## src/rtl/count_sequencer.sv

```systemverilog
// count_sequencer: steps the period counter's switch input through up to
// four programmed phases, each lasting a set number of o_valid ticks.
module count_sequencer #(
   parameter int unsigned           TICK_WIDTH = 8,
   parameter int unsigned           N_PHASES   = 4,
   parameter logic [1:0]            PH0_SEL    = 2'd0,
   parameter logic [TICK_WIDTH-1:0] PH0_TICKS  = TICK_WIDTH'(4),
   parameter logic [1:0]            PH1_SEL    = 2'd1,
   parameter logic [TICK_WIDTH-1:0] PH1_TICKS  = TICK_WIDTH'(2),
   parameter logic [1:0]            PH2_SEL    = 2'd2,
   parameter logic [TICK_WIDTH-1:0] PH2_TICKS  = TICK_WIDTH'(3),
   parameter logic [1:0]            PH3_SEL    = 2'd3,
   parameter logic [TICK_WIDTH-1:0] PH3_TICKS  = TICK_WIDTH'(1)
) (
   input  logic                  clock,
   input  logic                  i_reset,
   input  logic                  i_start,
   input  logic                  i_stop,
   input  logic                  i_pause,
   input  logic                  i_loop,
   input  logic                  i_tick,
   output logic [2:0]            o_sw,
   output logic [1:0]            o_phase,
   output logic [TICK_WIDTH-1:0] o_tick_cnt,
   output logic                  o_phase_end,
   output logic                  o_busy,
   output logic                  o_done
);

   localparam logic [1:0] LAST_PHASE = 2'(N_PHASES - 1);

   typedef enum logic [1:0] {IDLE, RUN, PAUSE, DONE} state_t;

   state_t                state, state_nx;
   logic [2:0]            sw_nx;
   logic [1:0]            phase_nx;
   logic [TICK_WIDTH-1:0] cnt_nx;
   logic                  pe_nx, busy_nx, done_nx;
   logic [TICK_WIDTH-1:0] cnt_inc;
   logic                  seq_finish;

   function automatic logic [1:0] sel_of(input logic [1:0] p);
      case (p)
         2'd0:    sel_of = PH0_SEL;
         2'd1:    sel_of = PH1_SEL;
         2'd2:    sel_of = PH2_SEL;
         default: sel_of = PH3_SEL;
      endcase
   endfunction

   function automatic logic [TICK_WIDTH-1:0] ticks_of(input logic [1:0] p);
      case (p)
         2'd0:    ticks_of = PH0_TICKS;
         2'd1:    ticks_of = PH1_TICKS;
         2'd2:    ticks_of = PH2_TICKS;
         default: ticks_of = PH3_TICKS;
      endcase
   endfunction

   // Next-state and next-output computation; stop beats start beats pause beats tick.
   always_comb begin
      state_nx   = state;
      sw_nx      = o_sw;
      phase_nx   = o_phase;
      cnt_nx     = o_tick_cnt;
      pe_nx      = 1'b0;
      busy_nx    = o_busy;
      done_nx    = o_done;
      seq_finish = 1'b0;
      cnt_inc    = TICK_WIDTH'(o_tick_cnt + TICK_WIDTH'(1));

      if (i_stop) begin
         state_nx = IDLE;
         sw_nx    = 3'b000;
         phase_nx = 2'd0;
         cnt_nx   = '0;
         busy_nx  = 1'b0;
         done_nx  = 1'b0;
      end else begin
         case (state)
            IDLE, DONE: begin
               if (i_start) begin
                  state_nx = RUN;
                  phase_nx = 2'd0;
                  cnt_nx   = '0;
                  sw_nx    = {PH0_SEL, 1'b1};
                  busy_nx  = 1'b1;
                  done_nx  = 1'b0;
               end
            end
            RUN: begin
               // A tick coinciding with pause is still counted.
               if (i_tick) begin
                  if (cnt_inc != ticks_of(o_phase)) begin
                     cnt_nx = cnt_inc;
                  end else begin
                     pe_nx  = 1'b1;
                     cnt_nx = '0;
                     if (o_phase != LAST_PHASE)
                        phase_nx = 2'(o_phase + 2'd1);
                     else if (i_loop)
                        phase_nx = 2'd0;
                     else
                        seq_finish = 1'b1;
                  end
               end
               if (seq_finish) begin
                  state_nx = DONE;
                  sw_nx    = {sel_of(o_phase), 1'b0};
                  busy_nx  = 1'b0;
                  done_nx  = 1'b1;
               end else if (i_pause) begin
                  state_nx = PAUSE;
                  sw_nx    = {sel_of(phase_nx), 1'b0};
               end else begin
                  sw_nx    = {sel_of(phase_nx), 1'b1};
               end
            end
            PAUSE: begin
               if (!i_pause) begin
                  state_nx = RUN;
                  sw_nx    = {o_sw[2:1], 1'b1};
               end
            end
            default: state_nx = IDLE;
         endcase
      end
   end

   // State and output registers with synchronous active-low reset.
   always_ff @(posedge clock) begin
      if (!i_reset) begin
         state       <= IDLE;
         o_sw        <= 3'b000;
         o_phase     <= 2'd0;
         o_tick_cnt  <= '0;
         o_phase_end <= 1'b0;
         o_busy      <= 1'b0;
         o_done      <= 1'b0;
      end else begin
         state       <= state_nx;
         o_sw        <= sw_nx;
         o_phase     <= phase_nx;
         o_tick_cnt  <= cnt_nx;
         o_phase_end <= pe_nx;
         o_busy      <= busy_nx;
         o_done      <= done_nx;
      end
   end

endmodule

```

## config.mk

```make
export PLATFORM = sky130hd
export DESIGN_NAME = count_sequencer
export DESIGN_NICKNAME = d
export VERILOG_FILES = /design/src/rtl/count_sequencer.sv
export SDC_FILE = /design/constraint.sdc
export NUM_CORES = 1
export LEC_CHECK = 0
export BUFFER_PORTS_ARGS = -buffer_cell sky130_fd_sc_hd__buf_4
export CORE_MARGIN = 10
export CORE_UTILIZATION = 38
export DETAILED_ROUTE_END_ITERATION = 12
export SETUP_SLACK_MARGIN = 0.1
export SLEW_MARGIN = 5
export SYNTH_ARGS = -nofsm -noshare
export SYNTH_HDL_FRONTEND = slang
export SYNTH_SLANG_ARGS = --single-unit
```

## constraint.sdc

```tcl
create_clock -name clock -period 2.9 [get_ports clock]
set_clock_uncertainty 0.1 [all_clocks]
set_input_delay 0.29 -clock clock [delete_from_list [all_inputs] [get_ports clock]]
set_output_delay 0.29 -clock clock [all_outputs]
set_load 0.005 [all_outputs]
```

==> reports/metrics.cfg, run 1 <==
[status]
run_status=finished clean

[global_route]
maximum_number_of_pins_on_one_net_before_global_route_repair=11
grt_first_pass_wirelength_mm=5.31
antenna_violations_before_repair=0
grt_pass1_vias=1188
grt.overflow.total=0
grt_util_all_layers_pct=10.6

[worst_setup_path]
cp_data_required_time_ns=3.02
cp_data_arrival_time_ns=2.72
path_type_of_the_worst_setup_path=reg -> reg
critical_path.max_fanout=8
worst_setup_start_kind=register
end_kind=register

[yosys]
synth-edff-count=0
yosys.area_share.adder_pct=8.21
yosys.area_share.xor_xnor_pct=5.75
yosys-mux-area-fraction_pct=4.21
synthDistinctLibCells=41
main_combinational_cell_family_by_area_after_synthesis=simple AND/OR/NAND/NOR gates
synthArstFlopShare_pct=0
syn-num-nets=160
ys_seq_area_share_pct=29.6
synthesis.yosys.warnings=0
ys_seq_elements=18
post_synth_inst_count=145
synth_simple_gate_area_share_pct=23.7
postSynthAreaPerCell_um2=8.40
synth-compound-area-share_pct=23.4
commonest_register_cell_after_synthesis=sky130_fd_sc_hd__dfxtp_1
post_synth_instance_area_mm2=0.00122

[sta]
finalSetupViolCount=0
share_of_the_clock_period_used_by_the_worst_path_pct=89.5
fmax_mhz=385
worstMarginPinSlew_ns=0.464
finalHoldWorstSlack_ns=0.169
final-hold-violation-count=0
maxSlewHeadroom_pct=68.8
unrepaired_setup_endpoints_after_global_routing=no
maxSlewViolCount=0
timing.final.crit_period_ns=2.60
timing.setup.tns_ns=0

[die]
chipHeight_um=76.6
dieWidth_um=76.6
ioPinCount=23
rows=20
core_box_area_mm2=0.00305
initial_core_util_pct=39.9
fp.dieArea_mm2=0.00587

[drt]
route.detailed.vias_per_inst=5.51
detail-route-antenna-nets=0
drc_errors=0
routedWlPerCell_um=14.7
detailedRoute.firstIterationViolations=104
drt_wl_total_mm=3.13
detailroute.via_count=1173
total_iterations_of_the_first_detailed_routing_run=4

[final_layout]
finish.net_count=185
postLayoutCoreUtil_pct=47.8
layout-drive-gt1-share_pct=22.5
area.growth.synth_to_final_pct=19.8
antenna_cells=0

[pwr]
overall_power_mw=0.482
worst_ir_drop_vdd_uv=302
leakage_nw=0.563
cellPowerDensity_mw_per_mm2=330

[clock_network]
clockRootBuffer=sky130_fd_sc_hd__clkbuf_4
cts_inserted_buffers=3
clock-sinks=18
clk_pin_slew_worst_paths_ns=0.11
cts.htree.levels=1
cts.hold.buffers_added=0
worst_skew_pair.late_latency_ns=0.30
cts_tree=built
clk_path_buf_depth=2

[place]
hpwl_mm=2.39
place.gp.congestion=0.826
io_buffers=22

[min_path]
worst_hold_check_path_type=in -> reg

[run]
max_cap_violations=0

cells by family after synthesis:
group,Yosys count
AOI/OAI and AO/OA,44
xor gates and xnor gates,6
adders and majority gates,8
buffers and inverters,11
DFF,18
muxes,5
and+or+nand+nor,53
registers in the layout, indices dropped and copies added (netlist names):
signal / flops
o_busy: 1
o_done: 1
o_phase: 2
o_phase_end: 1
o_sw: 3
o_tick_cnt: 8
state: 2
final timing paths:
path,startpoint,end,slack [ns],depth (start not counted)
max,o_tick_cnt[0],o_phase[0],0.30,7
min,i_pause,state[1],0.17,2
max reg2reg,o_tick_cnt[0],o_phase[0],0.30,7
min reg2reg,o_sw[2],o_sw[2],0.38,2
Yosys cell counts, types with 3 or more instances:
cell                       number  area, µm²
sky130_fd_sc_hd__xnor2_1        3       26.3
sky130_fd_sc_hd__ha_1           8        100
sky130_fd_sc_hd__nor2_1        19       71.3
sky130_fd_sc_hd__nand3_1        6       30.0
sky130_fd_sc_hd__inv_1          6       22.5
sky130_fd_sc_hd__o21ai_0       11       55.1
sky130_fd_sc_hd__nand2b_1       3       18.8
sky130_fd_sc_hd__mux2i_1        4       40.0
sky130_fd_sc_hd__a21oi_1       16       80.1
sky130_fd_sc_hd__o22ai_1        4       25.0
sky130_fd_sc_hd__nand2_1        7       26.3
sky130_fd_sc_hd__nand4_1        3       18.8
sky130_fd_sc_hd__dfxtp_1       18        360
critical path: stages (launching register included):
cell and delay [ns]:
sky130_fd_sc_hd__dfxtp_1 0.50, sky130_fd_sc_hd__ha_2 0.33, sky130_fd_sc_hd__xnor2_1 0.14, sky130_fd_sc_hd__nand3_1 0.13, sky130_fd_sc_hd__a2111oi_4 0.43, sky130_fd_sc_hd__nand3_4 0.15
sky130_fd_sc_hd__or4_4 0.54, sky130_fd_sc_hd__mux2i_1 0.19
cell type report:
cell class                 instances  area, µm²
multi-input combinational        116        798
inverter                           6       22.5
tap                               44       55.1
fill                             325       1590
clock buffer                       4       36.3
sequential                        18        360
timing repair buffer              25        188
routing by layer:
layer / wire, µm / vias to the layer above / GRT usage [%]
li1: - / 578 / -
met2: 1540 / 36 / 17.9
met5: 0 / - / 0
met3: 211 / 4 / 3.30
met4: 31 / 0 / 5.39
met1: 1350 / 555 / 11.6
cell usage in the layout (no fill, tap or decap), types with 2 or more instances in the layout:
master,count
sky130_fd_sc_hd__buf_4,25
sky130_fd_sc_hd__nor2_1,19
sky130_fd_sc_hd__dfxtp_1,18
sky130_fd_sc_hd__a21oi_1,16
sky130_fd_sc_hd__o21ai_0,10
sky130_fd_sc_hd__nand2_1,7
sky130_fd_sc_hd__ha_1,7
sky130_fd_sc_hd__inv_1,6
sky130_fd_sc_hd__nand3_1,6
sky130_fd_sc_hd__mux2i_1,4
sky130_fd_sc_hd__o22ai_1,4
sky130_fd_sc_hd__xnor2_1,3
sky130_fd_sc_hd__nand4_1,3
sky130_fd_sc_hd__nand2b_1,3
sky130_fd_sc_hd__clkbuf_4,3
sky130_fd_sc_hd__and2_1,2
sky130_fd_sc_hd__o211ai_1,2
sky130_fd_sc_hd__or4_4,2
sky130_fd_sc_hd__xor2_1,2
sky130_fd_sc_hd__a211oi_1,2
sky130_fd_sc_hd__o221ai_1,2
sky130_fd_sc_hd__nor3_1,2
sky130_fd_sc_hd__or4_1,2
timing repair:
action	4_1_cts	5_1_grt
setup buffers	0	1
resized for setup	0	2
setup endpoints to repair	0	2
stage by stage:
| stage | setup WS (ns) | area (µm²) | instances |
|---|---|---|---|
| 6_report | 0.303 | 1460 | 213 |
| 2_1_floorplan | 0.313 | 1220 | 145 |
| 3_3_place_gp | 0.333 | 1410 | 208 |
| 3_5_place_dp | 0.157 | 1410 | 208 |
| 4_1_cts | 0.119 | 1450 | 212 |
| 5_1_grt | 0.131 | 1460 | 213 |
report_power, final:
group | internal, mW | switching [mW] | total (mW)
logic | 0.0272 | 0.0396 | 0.0667
registers | 0.251 | 0.00264 | 0.254
clock network | 0.0765 | 0.0856 | 0.162
Note: power is estimated with default switching activity, not from simulation.
==> run 2, diff against run 1 <==
--- a/config.mk
+++ b/config.mk
@@ -5,6 +5,7 @@
 export SDC_FILE = /design/constraint.sdc
 export NUM_CORES = 1
 export LEC_CHECK = 0
+export ABC_AREA = 1
 export BUFFER_PORTS_ARGS = -buffer_cell sky130_fd_sc_hd__buf_4
 export CORE_MARGIN = 10
 export CORE_UTILIZATION = 38
==> reports/metrics.cfg, run 2 <==
[status]
run_status=finished clean

[final_layout]
layout_top_registers=o_tick_cnt: 8 flops, o_sw: 3 flops
largest_reg_flops=8
finish.net_count=216
mostFrequentLayoutCell=sky130_fd_sc_hd__nand2_1
layout-drive-gt1-share_pct=23.0
antenna_cells=0
fill_cells=328
layout_common_cells=sky130_fd_sc_hd__nand2_1, sky130_fd_sc_hd__inv_1, sky130_fd_sc_hd__buf_4, sky130_fd_sc_hd__dfxtp_1, sky130_fd_sc_hd__a21oi_1
largest_register=o_tick_cnt
area.growth.synth_to_final_pct=19.6

[worst_setup_path]
crit-reg2reg-launch=o_phase[0]
critical_path.max_stage_delay_ns=0.50
critical_path.max_fanout=8
crit_path_cell_trace=inv_1 > ha_1 > xnor2_1 > nand3_1 > nor2_2 > nand4_2 > nand2_2 > inv_2 > nand2_2 > nand2_2 > nand2_1 > a21oi_1
path_type_of_the_worst_setup_path=reg -> reg
slowest_stage=sky130_fd_sc_hd__dfxtp_1
capturing_point_of_the_worst_reg2reg_path=state[0]
cp_data_arrival_time_ns=2.34
ff2ff_setup_slack_ns=0.64
cp_data_required_time_ns=2.99
crit_path_buffers_inverters=2
end_kind=register
worst_setup_start_kind=register
path_common_cell=sky130_fd_sc_hd__nand2_2
worst-r2r-cell-count=12
critPathTopFamily=simple AND/OR/NAND/NOR gates

[clock_network]
cts_tree=built
cts_inserted_buffers=3
cts.hold.buffers_added=0
cts.htree.levels=1
cts-resized-gates=0
cts_setup_buffers=0
clk_pin_slew_worst_paths_ns=0.11
worst_skew_pair.late_latency_ns=0.31
clk_path_buf_depth=2
clock-sinks=18
clockRootBuffer=sky130_fd_sc_hd__clkbuf_4

[min_path]
timing.hold.worst_endpoint=o_sw[0]
timing.hold.worst_path_depth=4
worst_hold_check_path_type=in -> reg
worst_hold_startpoint=i_pause

[die]
core_box_area_mm2=0.00305
dieWidth_um=76.3
ioPinCount=23
rows=20
fp.dieArea_mm2=0.00583
initial_core_util_pct=39.5
chipHeight_um=76.3

[yosys]
ys_seq_elements=18
syn-num-nets=191
postSynthAreaPerCell_um2=6.85
synthDistinctLibCells=27
post_synth_instance_area_mm2=0.00121
commonest_register_cell_after_synthesis=sky130_fd_sc_hd__dfxtp_1
netlist_top_cells_area=sky130_fd_sc_hd__dfxtp_1, sky130_fd_sc_hd__nand2_1, sky130_fd_sc_hd__ha_1
synthDominantAreaCellType=sky130_fd_sc_hd__dfxtp_1
synth-edff-count=0
post_synth_inst_count=176
synthesis.yosys.warnings=0
synth_top_area_share_pct=29.9
yosys-top-cells-count=sky130_fd_sc_hd__nand2_1, sky130_fd_sc_hd__inv_1, sky130_fd_sc_hd__dfxtp_1
synthArstFlopShare_pct=0
ys_seq_area_share_pct=29.9
post-synth-top-count-cell=sky130_fd_sc_hd__nand2_1

[place]
hpwl_mm=2.23
place.gp.congestion=0.835
io_buffers=22

[sta]
fmax_mhz=443
timing.setup.tns_ns=0
worstMarginPinSlew_ns=0.616
maxSlewHeadroom_pct=58.7
share_of_the_clock_period_used_by_the_worst_path_pct=77.8
unrepaired_setup_endpoints_after_global_routing=no
timing.final.crit_period_ns=2.26
finalSetupViolCount=0
final-hold-violation-count=0
maxSlewViolCount=0

[global_route]
grt_util_all_layers_pct=9.87
maximum_number_of_pins_on_one_net_before_global_route_repair=14
grt.overflow.total=0
grt_first_pass_wirelength_mm=4.93
grt_pass1_vias=1070
antenna_violations_before_repair=0

[pwr]
share_clk_of_total_power_pct=34.0
switchingPower_mw=0.130
worst_ir_drop_vdd_uv=181
p_comb_share_pct=12.9
switching_share_pct=27.1
p_int_mw=0.350
leakage_nw=0.641
overall_power_mw=0.480
cellPowerDensity_mw_per_mm2=333
sequential_fraction_of_design_power_pct=53.0

[drt]
detailroute.via_count=1152
drt_wl_total_mm=2.86
total_iterations_of_the_first_detailed_routing_run=4
detail-route-antenna-nets=0
detailedRoute.firstIterationViolations=88
route.detailed.vias_per_inst=4.72
routedWlPerCell_um=11.7
drc_errors=0

[run]
max_cap_violations=0

-- run 2: power by group through the flow --
stage	sequential [mW]	clock, mW	combinational, mW
3_3_place_gp	0.260	0	0.0625
4_1_cts	0.255	0.168	0.0632
2_1_floorplan	0.260	0	0.0396
6_report	0.255	0.163	0.0622
5_1_grt	0.256	0.176	0.0715
3_5_place_dp	0.260	0	0.0631
-- run 2: cell families after synthesis --
kind of cell               count (synthesis)  share of synthesized area (%)
xor gates and xnor gates                   1                          0.726
buffers and inverters                     28                           9.75
DFF                                       18                           29.9
and+or+nand+nor                           96                           39.2
adders and majority gates                  8                           8.30
AOI/OAI and AO/OA                         25                           12.1
-- run 2: final cells by class --
class	count	area [µm²]	area share (%)
Clock buffer	4	36.3	2.52
Timing Repair Buffer	22	165	11.4
Multi-Input combinational cell	130	728	50.5
Tap cell	44	55.1	3.82
Inverter	26	97.6	6.76
Sequential cell	18	360	25.0
-- run 2: through the flow --
stage               cells  hold slack [ns]  utilization (%)  instance area, µm²  setup WS (ns)
finish                244            0.157             47.3                1440          0.644
floorplan             176            0.337                -                1210          0.843
detailed placement    240            0.345             46.1                1410          0.648
global placement      240            0.334             46.1                1410          0.731
global route          244            0.173             47.3                1440          0.409
CTS                   244            0.162             47.3                1440          0.629
-- run 2: how the worst max path moves through the flow --
stage                           from        to  cells after the start
after global placement    o_phase[0]   o_sw[2]                     12
final                     o_phase[0]  state[0]                     12
after global routing      o_phase[0]   o_sw[2]                     12
after floorplan           o_phase[0]  state[0]                     12
after CTS                 o_phase[0]  state[0]                     12
after detailed placement  o_phase[0]  state[0]                     12
-- run 2: worst reg2reg max path, stage by stage, from the launching register on --
cell                      delay (ns)
sky130_fd_sc_hd__dfxtp_1        0.50
sky130_fd_sc_hd__inv_1          0.11
sky130_fd_sc_hd__ha_1           0.33
sky130_fd_sc_hd__xnor2_1        0.17
sky130_fd_sc_hd__nand3_1        0.10
sky130_fd_sc_hd__nor2_2         0.27
sky130_fd_sc_hd__nand4_2        0.16
sky130_fd_sc_hd__nand2_2        0.11
sky130_fd_sc_hd__inv_2          0.06
sky130_fd_sc_hd__nand2_2        0.06
sky130_fd_sc_hd__nand2_2        0.05
sky130_fd_sc_hd__nand2_1        0.07
sky130_fd_sc_hd__a21oi_1        0.05
-- run 2: routing by layer --
| metal | track usage, % | vias up | wire length [µm] |
|---|---|---|---|
| met4 | 4.65 | 0 | 20 |
| li1 | - | 615 | - |
| met1 | 13.0 | 517 | 1420 |
| met3 | 2.71 | 2 | 146 |
| met2 | 14.5 | 18 | 1270 |
| met5 | 0 | - | 0 |
==> run 3, diff against run 2 <==
--- a/config.mk
+++ b/config.mk
@@ -5,7 +5,7 @@
 export SDC_FILE = /design/constraint.sdc
 export NUM_CORES = 1
 export LEC_CHECK = 0
-export ABC_AREA = 1
+export ABC_AREA = 0
 export BUFFER_PORTS_ARGS = -buffer_cell sky130_fd_sc_hd__buf_4
 export CORE_MARGIN = 10
 export CORE_UTILIZATION = 38
==> constraint.sdc (replaced) <==
create_clock -name clock -period 1.8 [get_ports clock]
set_clock_uncertainty 0.1 [all_clocks]
set_input_delay 0.18 -clock clock [delete_from_list [all_inputs] [get_ports clock]]
set_output_delay 0.18 -clock clock [all_outputs]
set_load 0.005 [all_outputs]
==> reports/metrics.cfg, run 3 (synthesis gave the netlist of run 1 again) <==
[status]
run_status=finished with violations
violations=negative setup slack

[drt]
total_iterations_of_the_first_detailed_routing_run=4
drc_errors=0
detail_route.wirelength.met1_mm=1.55
detailedRoute.firstIterationViolations=113
routedWlPerCell_um=14.6
route.detailed.vias_per_inst=5.23
detail-route-antenna-nets=0
drt_wl_total_mm=3.58
highest-signal-layer=met4
met2_length_mm=1.84
met3_wirelength_um=159
detailroute.via_count=1282

[worst_setup_path]
critical_path.max_stage_delay_ns=0.45
ff2ff_setup_slack_ns=-0.47
timing.critical_path.from=o_tick_cnt[0]
worst_setup_start_kind=register
critical_path.max_fanout=5
path_type_of_the_worst_setup_path=reg -> reg
cp_data_required_time_ns=1.93
slowest_stage=sky130_fd_sc_hd__or4_4
worst-r2r-cell-count=6
crit_path_cell_trace=and3_4 > or4_4 > a2111oi_4 > nand3_4 > or4_4 > mux2i_1
crit_end=o_phase[0]
path_common_cell=sky130_fd_sc_hd__or4_4
end_kind=register
cp_data_arrival_time_ns=2.41
crit-reg2reg-launch=o_tick_cnt[0]
capturing_point_of_the_worst_reg2reg_path=o_phase[0]

[clock_network]
cts.htree.levels=1
worst_skew_pair.late_latency_ns=0.30
cts.hold.buffers_added=0
clk_pin_slew_worst_paths_ns=0.11
cts_inserted_buffers=3
cts_tree=built
clockRootBuffer=sky130_fd_sc_hd__clkbuf_4
clock-sinks=18
cts_setup_buffers=0
clk_path_buf_depth=2

[sta]
worst_slack_ns=-0.472
unrepaired_setup_endpoints_after_global_routing=yes
timing.final.crit_period_ns=2.27
final-hold-violation-count=0
finalSetupViolCount=13
share_of_the_clock_period_used_by_the_worst_path_pct=126
maxSlewHeadroom_pct=65.8
worstMarginPinSlew_ns=0.512
finalHoldWorstSlack_ns=0.0578
maxSlewViolCount=0
fmax_mhz=440

[global_route]
antenna_violations_before_repair=0
grt.overflow.total=0
grt_util_all_layers_pct=11.9
maximum_number_of_pins_on_one_net_before_global_route_repair=11
grt_pass1_vias=1325
grt_first_pass_wirelength_mm=5.93

[final_layout]
largest_reg_flops=8
layout.cell_area.non_filler_mm2=0.00182
layout_top_registers=o_tick_cnt: 8 flops, o_sw: 3 flops
finish.net_count=217
largest_register=o_tick_cnt
area.growth.synth_to_final_pct=49.5
postLayoutCoreUtil_pct=59.7
final_cell_count_no_fill=245
antenna_cells=0
mostFrequentLayoutCell=sky130_fd_sc_hd__buf_4
layout-drive-gt1-share_pct=48.3
layout_common_cells=sky130_fd_sc_hd__buf_4, sky130_fd_sc_hd__nor2_1, sky130_fd_sc_hd__a21oi_1, sky130_fd_sc_hd__dfxtp_1

[pwr]
leakage_nw=0.743
worst_ir_drop_vdd_uv=395
cellPowerDensity_mw_per_mm2=456

[place]
hpwl_mm=2.66
io_buffers=22
place.gp.congestion=0.894
dp_cells=241
detailed_place.area_mm2=0.00167

[die]
core_box_area_mm2=0.00305
initial_core_util_pct=39.9
rows=20
chipHeight_um=76.6
fp.dieArea_mm2=0.00587
dieWidth_um=76.6
ioPinCount=23

[min_path]
worst_hold_check_path_type=in -> reg

[run]
max_cap_violations=0

## run 3: cell count changes in the layout (fill, tap and decap cells not counted), moves of 4 or more
cell | previous run | this run
sky130_fd_sc_hd__or4_4 | 0 | 4
sky130_fd_sc_hd__nand2_1 | 50 | 6
sky130_fd_sc_hd__a21oi_1 | 16 | 12
sky130_fd_sc_hd__inv_1 | 23 | 5
sky130_fd_sc_hd__dfxtp_2 | 0 | 8
sky130_fd_sc_hd__mux2i_1 | 0 | 4
sky130_fd_sc_hd__nand2_2 | 6 | 0
sky130_fd_sc_hd__dfxtp_1 | 18 | 10
sky130_fd_sc_hd__o21ai_0 | 3 | 8
sky130_fd_sc_hd__nand3_1 | 11 | 5
sky130_fd_sc_hd__buf_4 | 22 | 57
## run 3: worst min path at each step
stage	start	endpoint	slack (ns)	cells past startpoint
final	i_pause	state[1]	0.06	2
after floorplan	i_pause	state[1]	0.24	1
after detailed placement	i_pause	state[1]	0.37	2
after CTS	i_pause	state[1]	0.04	2
after global routing	i_pause	state[1]	0.04	2
after global placement	i_pause	state[1]	0.36	2
## run 3: area by class of cell
class,instances,area [µm²]
Fill cell,288,1230
Sequential cell,18,370
Multi-Input combinational cell,116,910
Timing Repair Buffer,57,428
Clock buffer,4,36.3
Tap cell,44,55.1
Inverter,6,22.5
## run 3: per-stage QoR
step | setup slack, ns | power, mW | setup TNS [ns]
finish | -0.472 | 0.830 | -3.85
global route | -0.544 | 0.878 | -4.90
CTS | -0.404 | 0.827 | -3.60
detailed placement | -0.481 | 0.553 | -4.60
global placement | -0.415 | 0.550 | -4.03
floorplan | -0.597 | 0.489 | -4.74
## run 3: where the power goes
| group | internal [mW] | total, mW | switching (mW) |
|---|---|---|---|
| logic | 0.0765 | 0.160 | 0.0837 |
| clock network | 0.123 | 0.261 | 0.137 |
| registers | 0.405 | 0.409 | 0.00461 |
| total | 0.605 | 0.830 | 0.226 |
## run 3: what timing repair did
action / CTS / global route
cloned: 0 / 0
pin swaps: 1 / 3
resized for setup: 13 / 19
setup endpoints to repair: 18 / 18
hold endpoints to repair: 0 / 0
## run 3: layer usage
metal | vias up | track usage, %
met3 | 4 | 3.07
met2 | 30 | 21.4
met1 | 604 | 12.8
met4 | 0 | 5.02
li1 | 644 | -
met5 | - | 0
## run 3: critical path, delay by kind of cell (launching register included)
kind            cells  cell delay, ns
flops               1            0.36
mux                 1            0.16
simple gates        4            1.14
compound gates      1            0.44
